<file path="config.mk">
export PLATFORM = sky130hd
export DESIGN_NAME = nbit_comparator
export DESIGN_NICKNAME = d
export VERILOG_FILES = /design/src/rtl/nbit_comparator_pkg.sv /design/src/rtl/nbit_cmp_cell.sv /design/src/rtl/nbit_comparator.sv
export SDC_FILE = /design/constraint.sdc
export NUM_CORES = 1
export LEC_CHECK = 0
export ABC_AREA = 1
export CORE_MARGIN = 2
export CORE_UTILIZATION = 40
export CTS_CLUSTER_SIZE = 30
export DETAILED_ROUTE_END_ITERATION = 6
export GPL_ROUTABILITY_DRIVEN = 0
export GPL_TIMING_DRIVEN = 0
export HOLD_SLACK_MARGIN = 0.03
export PLACE_DENSITY = 0.77
export SLEW_MARGIN = 20
export SYNTH_ARGS = -nofsm -noshare
export SYNTH_HDL_FRONTEND = slang
export SYNTH_SLANG_ARGS = --single-unit
</file>
<file path="constraint.sdc">
create_clock -name clk -period 0.8 [get_ports clk]
set_input_delay 0.08 -clock clk [delete_from_list [all_inputs] [get_ports clk]]
set_output_delay 0.08 -clock clk [all_outputs]
set_load 0.005 [all_outputs]
</file>
<file path="src/rtl/nbit_comparator_pkg.sv">
// Shared compare-result encoding and helpers for nbit_comparator.
package nbit_comparator_pkg;

  typedef logic [1:0] cmp_res_t;

  localparam cmp_res_t CMP_EQ = 2'b00;
  localparam cmp_res_t CMP_GT = 2'b01;
  localparam cmp_res_t CMP_LT = 2'b10;

  typedef struct packed {
    logic gt;
    logic lt;
    logic eq;
  } cmp_flags_t;

  // The illegal 2'b11 code decodes to no flags rather than aliasing a legal one.
  function automatic cmp_flags_t res_to_flags(cmp_res_t r);
    cmp_flags_t f;
    f.gt = (r == CMP_GT);
    f.lt = (r == CMP_LT);
    f.eq = (r == CMP_EQ);
    return f;
  endfunction

endpackage

</file>
<file path="src/rtl/nbit_cmp_cell.sv">
// Merge cell: the more significant slice wins unless it compared equal.
module nbit_cmp_cell
  import nbit_comparator_pkg::*;
(
  input  cmp_res_t hi,
  input  cmp_res_t lo,
  output cmp_res_t res
);

  assign res = (hi == CMP_EQ) ? lo : hi;

endmodule

</file>
<file path="src/rtl/nbit_comparator.sv">
// Registered WIDTH-bit magnitude comparator built on a balanced merge tree.
module nbit_comparator
  import nbit_comparator_pkg::*;
#(
  parameter int WIDTH  = 8,
  parameter bit SIGNED = 1'b0
) (
  input  logic             clk,
  input  logic             rst_n,
  input  logic             in_valid,
  input  logic [WIDTH-1:0] a,
  input  logic [WIDTH-1:0] b,
  output logic             out_valid,
  output logic             a_greater,
  output logic             a_lesser,
  output logic             equal
);

  localparam int LOG = $clog2(WIDTH);
  localparam int P   = 1 << LOG;
  localparam int PAD = P - WIDTH;
  localparam logic [WIDTH-1:0] MSB_MASK = SIGNED ? (WIDTH'(1) << (WIDTH-1)) : '0;

  // Flipping both sign bits maps two's-complement order onto unsigned order.
  logic [WIDTH-1:0] a_m, b_m;
  assign a_m = a ^ MSB_MASK;
  assign b_m = b ^ MSB_MASK;

  // Heap-ordered tree: node[0] is the root, leaves at node[P-1 .. 2P-2].
  // Leaf slot k holds bit P-1-k; padding slots sit above the MSB.
  cmp_res_t node [0:2*P-2];

  for (genvar k = 0; k < P; k++) begin : g_leaf
    if (k >= PAD) begin : g_real
      assign node[P-1+k] = (a_m[P-1-k] & ~b_m[P-1-k]) ? CMP_GT :
                           (~a_m[P-1-k] & b_m[P-1-k]) ? CMP_LT : CMP_EQ;
    end else begin : g_pad
      assign node[P-1+k] = CMP_EQ;
    end
  end

  // Nodes whose high half is all padding forward the low half directly,
  // leaving exactly WIDTH-1 real merge cells.
  for (genvar l = 0; l < LOG; l++) begin : g_lvl
    for (genvar p = 0; p < (1 << l); p++) begin : g_node
      localparam int I        = (1 << l) - 1 + p;
      localparam int SPAN     = P >> l;
      localparam bit ANY_REAL = (p*SPAN + SPAN - 1) >= PAD;
      localparam bit HI_REAL  = (p*SPAN + SPAN/2 - 1) >= PAD;
      if (!ANY_REAL) begin : g_eq
        assign node[I] = CMP_EQ;
      end else if (!HI_REAL) begin : g_pass
        assign node[I] = node[2*I+2];
      end else begin : g_cell
        nbit_cmp_cell u_cell (
          .hi  (node[2*I+1]),
          .lo  (node[2*I+2]),
          .res (node[I])
        );
      end
    end
  end

  cmp_flags_t flags_d;
  assign flags_d = res_to_flags(node[0]);

  always_ff @(posedge clk or negedge rst_n) begin
    if (!rst_n) begin
      out_valid <= 1'b0;
      a_greater <= 1'b0;
      a_lesser  <= 1'b0;
      equal     <= 1'b0;
    end else begin
      out_valid <= in_valid;
      if (in_valid) begin
        a_greater <= flags_d.gt;
        a_lesser  <= flags_d.lt;
        equal     <= flags_d.eq;
      end
    end
  end

endmodule

</file>
==> results of run 1 <==
## state kept, by name (all words and copies together), names as in the netlist
name and count:
equal 1, a_greater 1, a_lesser 1, out_valid 1
## layout make-up
class	count	area (µm²)
multi-input cells	61	459
inverters	19	73.8
clock buffers	3	22.5
repair buffers	22	203
flip-flops and latches	4	100
fillers	105	280
well taps	14	17.5
## critical path, delay by kind of cell
family / cells / cell delay [ns]
adders and majority gates: 1 / 0.19
and+or+nand+nor: 5 / 0.61
AOI/OAI and AO/OA: 1 / 0.07
buffers and inverters: 3 / 0.19
## power groups by stage
stage	combinational, mW	clock (mW)	sequential (mW)
2_1_floorplan	0.255	0	0.252
3_3_place_gp	0.456	0	0.248
3_5_place_dp	0.471	0	0.249
4_1_cts	0.473	0.261	0.245
5_1_grt	0.565	0.264	0.248
6_report	0.510	0.262	0.245
## metrics by stage
stage                      util  total power [mW]
final                     0.758              1.02
after global routing      0.758              1.08
after CTS                 0.723             0.979
after detailed placement  0.695             0.719
after global placement    0.695             0.705
after floorplan               -             0.508
## placed cells by master, fill, tap and decap left out, types with 3 or more instances in the layout
cell / count
ha_1: 4
nand2_1: 21
buf_6: 3
nand3_1: 4
inv_1: 14
clkbuf_4: 3
dlymetal6s2s_1: 4
inv_2: 4
ha_4: 4
clkdlybuf4s50_1: 5
buf_2: 6
dfrtp_1: 4
nand2_2: 10
or2_1: 3
## worst max path at each step
stage	startpoint	end	slack, ns
floorplan	b[7]	a_lesser$_DFFE_PN0P_	-0.27
global placement	a[7]	a_greater$_DFFE_PN0P_	-0.89
detailed placement	a[7]	a_greater$_DFFE_PN0P_	-0.91
CTS	a[7]	a_lesser$_DFFE_PN0P_	-0.26
global route	a[7]	a_lesser$_DFFE_PN0P_	-0.31
finish	a[7]	equal$_DFFE_PN0P_	-0.22
## logic make-up (layout without fill, tap and decap cells)
logic type               after synthesis  after routing  share of synthesized area
AO/OA/AOI/OAI                          5              5                     0.0553
adder cells (fa/ha/maj)                8              8                      0.192
flip-flops                             4              4                      0.192
AND/OR/NAND/NOR                       48             48                      0.423
buffers and inverters                 19             44                      0.137
## repair_timing
action	CTS	global route
gates resized for setup	53	25
hold buffers	0	0
pin swaps	16	22
gates cloned	0	0
setup endpoints to repair	7	7
## metal layers
metal / routed length [µm] / vias to the layer above / global-route usage
li1: - / 301 / -
met1: 464 / 251 / 0.139
met2: 657 / 14 / 0.335
met3: 62 / 3 / 0.0167
met4: 27 / 0 / 0.103
met5: 0 / - / 0
==> summary.md, run 1 <==
| Metric | Value |
|---|---|
| Yosys warning count | 0 |
| Die ar. | 0.00161 mm² |
| Syn-to-layout area delta | 68.3% |
| Crit-path most repeated cell | nand2_2 |
| Status | finished with violations |
| Worst EP required | 0.93 ns |
| GRT Total Usage | 0.161 |
| Ant diodes | 0 |
| Int Pwr | 0.643 mW |
| Syn Inst Count | between 80 and 90 |
| Most frequent cell after synthesis | nand2_1 |
| Violated checks | negative setup slack |
| Setup_tns | -0.708 ns |
| Kind of critical path | in -> reg |
| IO Count | 23 |
| Row count | 12 |
| Synthesis-stage register bit count | 4 |
| Post-route insts no fill | ~120 |
| Setup Viol. Count Final | 6 |
| Number of synthesized flops with an enable pin | 0 |
| Synth area leaders | nand2_1 (21%), dfrtp_1 (19%), ha_1 (19%) |
| Total global routing overflow | 0 |
| DRT antenna net count | 0 |
| Clock power frac | 0.258 |
| Global-route wire length before repair | 1690 µm |
| Pwr Density | around 1200 mW/mm² |
| Die Width | 40.1 µm |
| Worst path slowest cell | or2_1 |
| Crit end category | flip-flop |
| Unrepaired setup endpoints after global routing | yes |
| Switching power | 0.373 mW |
| Vias in the first global route | 493 |
| Initial drt markers | 5 |
| Register area share after synthesis | 0.192 |
| Remaining DRCs | 0 |
| Fin. max-slew vios | 0 |
| Area leader, netlist | nand2_1 |
| Measured slew at the worst slew-check pin | 0.204 ns |
| Design area | between 800 and 900 µm² |
| Logic pwr share | 0.501 |
| CTS Sinks | 4 |
| CTS Root Cell | clkbuf_4 |
| WL/cell | 9.85 µm |
| Fmax | 0.976 GHz |
| Crit-path cells | buf_8, inv_4, ha_4, or2_1, nand2_2, inv_2, nor2_4, nand2_2, nand2_2, o21ai_1 |
| Post-CTS Setup Bufs | 0 |
| Post-route setup slack | -0.225 ns |
| Top post-synthesis cells by count | nand2_1 (29), inv_1 (18), ha_1 (8), nand3_1 (6), dfrtp_1 (4) |
| DP Area | ~800 µm² |
| IO Port Bufs | 22 |
| DR vias | between 500 and 600 |
| Crit share post-route | 1.28 |
| Rel. slew slack | 0.864 |
| Nets | 138 |
| Minimum clock period | 1.02 ns |
| Initial antenna violation count | 0 |
| H-tree levels | 1 |
| Avg Inst Size Synth | slightly above 6 µm² |
| Static Leakage | 0.501 nW |
| CP Launch Type | primary input |
| Share of the synthesized area in the top cell type | 0.209 |
| R2R depth | 2 |
| Largest net degree at the start of global routing | 6 |
| Sw Share | 0.367 |
| Router iterations before antenna repair | 4 |
| Height of the die | around 40 µm |
| CTS tree | yes |
| Dpl cells | 120 |
| Worst r2r src | a_greater$_DFFE_PN0P_ |
| Async SR Flop Fraction | 1.00 |
| Final Hold Slack | 0.0348 ns |
| Maxcap violations | 0 |
| Core ar. | 0.00116 mm² |
| Clk_skew | 0 ns |
| Buffer depth of the longest clock path | 2 |
| Commonest register cell after synthesis | dfrtp_1 |
| Max incr delay on CP | 0.23 ns |
| Max IR drop VDD | 0.543 mV |
| Proportion of layout cells with a drive suffix above 1 | 0.394 |
| Final WL | 1210 µm |
| Seq pwr share | 0.241 |
| CTS clk-pin slew, worst paths | 0.04 ns |
| Via density | 4.63 |
| Worst r2r dst | a_greater$_DFFE_PN0P_ |
| Mapped cell area | 520 µm² |
| Flop2flop setup slack | 0.21 ns |
| CP Max Fanout | 4 |
| Distinct cells, synth | 17 |
| Syn Nets | 111 |
| CTS buffer count | 3 |
| Initial core utilization | 0.450 |
| Worst min path class | in -> async |
| Skew-Pair Late Insertion Delay | 0.24 ns |
| WP data arrival | between 1 and 1.5 ns |
| Hold Vio Cnt, Final | 0 |
| Pre-CTS setup slack | -0.915 ns |
| DP HPWL | 920 µm |
(Power assumes the default switching activity.)
==> inputs of run 2 (changes only) <==
--- a/config.mk
+++ b/config.mk
@@ -6,14 +6,16 @@
 export NUM_CORES = 1
 export LEC_CHECK = 0
 export ABC_AREA = 1
+export CELL_PAD_IN_SITES_DETAIL_PLACEMENT = 0
+export CELL_PAD_IN_SITES_GLOBAL_PLACEMENT = 1
 export CORE_MARGIN = 2
-export CORE_UTILIZATION = 40
+export CORE_UTILIZATION = 26
 export CTS_CLUSTER_SIZE = 30
 export DETAILED_ROUTE_END_ITERATION = 6
 export GPL_ROUTABILITY_DRIVEN = 0
 export GPL_TIMING_DRIVEN = 0
 export HOLD_SLACK_MARGIN = 0.03
-export PLACE_DENSITY = 0.77
+export PLACE_DENSITY_LB_ADDON = 0.1
 export SLEW_MARGIN = 20
 export SYNTH_ARGS = -nofsm -noshare
 export SYNTH_HDL_FRONTEND = slang
==> run 2 against run 1 <==
Effect of this change: the run still ends with negative setup slack left; clock skew did not move; setup slack got worse by 0.019 ns; via count fell by 1.1%; non-clock buffer count rose by 2; clock-buffer cell count did not move; total power fell by 1.0%; maximum frequency fell by 1.9%; first-iteration DRC count rose by 60%; critical path type unchanged; critical endpoint is now a_lesser$_DFFE_PN0P_; largest cell class unchanged.
==> summary.md, run 2 (synthesis gave the netlist of run 1 again) <==
| Metric | Value |
|---|---|
| Status | finished with violations |
| Violated checks | negative setup slack |
| DP HPWL | 891 µm |
| Total power draw | 1.01 mW |
| IO Port Bufs | 22 |
| Final WL | 1110 µm |
| Kind of critical path | in -> reg |
| Die Width | 48.7 µm |
| Rel. slew slack | 0.861 |
| Largest net degree at the start of global routing | 6 |
| IO Count | 23 |
| Static Leakage | approximately 0.5 nW |
| Minimum clock period | ~1.0 ns |
| CTS buffer count | 3 |
| Remaining DRCs | 0 |
| Proportion of layout cells with a drive suffix above 1 | 0.414 |
| Most common cell after layout, fill and taps aside | nand2_1 |
| H-tree levels | 1 |
| Final Hold Slack | 0.0513 ns |
| WL/cell | a little over 8 µm |
| WP data arrival | 1.21 ns |
| Filler instances | 215 |
| Worst EP required | ~0.97 ns |
| Max IR drop VDD | a little under 0.5 mV |
| Global-route wire length before repair | 2160 µm |
| Clk_skew | 0 ns |
| Row count | 16 |
| Crit end category | flip-flop |
| Flop2flop setup slack | 0.09 ns |
| Pwr Density | 1120 mW/mm² |
| Syn-to-layout area delta | 72.8% |
| GRT Total Usage | 0.111 |
| CP Max Fanout | 4 |
| Die ar. | approximately 0.0024 mm² |
| Buffer depth of the longest clock path | 2 |
| Measured slew at the worst slew-check pin | 0.207 ns |
| CTS Root Cell | clkbuf_4 |
| Ant diodes | 0 |
| Skew-Pair Late Insertion Delay | around 0.23 ns |
| Total global routing overflow | 0 |
| Crit share post-route | 1.31 |
| Initial core utilization | 0.271 |
| CP Launch Type | primary input |
| Nets | 140 |
| Fin. max-slew vios | 0 |
| CTS tree | yes |
| DR vias | between 500 and 600 |
| Post-route setup slack | -0.244 ns |
| Core ar. | 0.00192 mm² |
| Vias in the first global route | roughly 550 |
| Maxcap violations | 0 |
| Most frequent cells in the layout | nand2_1 (20), inv_1 (14), nand2_2 (12) |
| Via density | 4.08 |
| Hold Vio Cnt, Final | 0 |
| Unrepaired setup endpoints after global routing | yes |
| Initial drt markers | 8 |
| Setup Viol. Count Final | 3 |
| Initial antenna violation count | 0 |
| Worst min path class | in -> async |
| CTS Sinks | 4 |
| Fmax | between 0.9 and 1 GHz |
| DRT antenna net count | 0 |
| CTS clk-pin slew, worst paths | 0.04 ns |
| Height of the die | 48.7 µm |
| Router iterations before antenna repair | 4 |
[run 2: cell types whose count changed in the layout (fill, tap and decap cells not counted), sizes merged]
| cell | change |
|---|---|
| buf | +2 |
| clkbuf | -1 |
| clkdlybuf4s50 | -1 |
| dlygate4sd2 | +2 |
[run 2: power breakdown]
group / total, mW / internal [mW] / switching, mW
logic: 0.524 / 0.255 / 0.270
clock network: 0.236 / 0.167 / 0.0691
registers: 0.246 / 0.233 / 0.0126
total: 1.01 / 0.654 / 0.351
[run 2: worst paths after layout]
kind,to,from,cells past startpoint
worst max-delay path,a_lesser$_DFFE_PN0P_,a[7],11
worst min-delay path,a_lesser$_DFFE_PN0P_,rst_n,1
worst max register to register,equal$_DFFE_PN0P_,equal$_DFFE_PN0P_,3
worst min register to register,a_greater$_DFFE_PN0P_,a_greater$_DFFE_PN0P_,2
max in group asynchronous,equal$_DFFE_PN0P_,rst_n,1
min in group clk,equal$_DFFE_PN0P_,b[4],6
[run 2: per-stage QoR]
step	util	setup slack (ns)	cell area [µm²]	setup TNS, ns	instances
4_1_cts	0.451	-0.264	867	-0.791	138
3_3_place_gp	0.426	-0.900	820	-3.04	133
5_1_grt	0.468	-0.334	900	-1.08	138
6_report	0.468	-0.244	900	-0.712	138
3_5_place_dp	0.426	-0.909	820	-3.11	133
2_1_floorplan	-	-0.265	566	-0.783	84
[run 2: layout make-up]
class | instances | area (µm²) | area share
clock buffer | 3 | 22.5 | 0.0250
inverter | 19 | 73.8 | 0.0821
tap | 27 | 33.8 | 0.0376
sequential | 4 | 100 | 0.111
multi-input combinational | 61 | 462 | 0.513
timing repair buffer | 24 | 208 | 0.231
[run 2: repair_timing]
action	in CTS	in global routing
hold buffers	0	0
pin swaps	24	18
buffers inserted	2	0
resized for setup	59	15
endpoints found under the setup margin	7	7
[run 2: critical path, stage by stage]
cell and delay, ns:
buf_8 0.10, inv_4 0.05, ha_4 0.20, or2_1 0.22
nand2_2 0.12, inv_2 0.05, nor2_4 0.13, nand2_2 0.06
nand2_2 0.07, nand3_2 0.06, nand2_1 0.07
[run 2: routing by layer]
metal | vias up | share of wire | track usage
met5 | - | 0 | 0
met4 | 0 | 0 | 0.0571
met3 | 0 | 0.042 | 0.0185
met2 | 12 | 0.49 | 0.183
met1 | 245 | 0.47 | 0.139
li1 | 306 | - | -
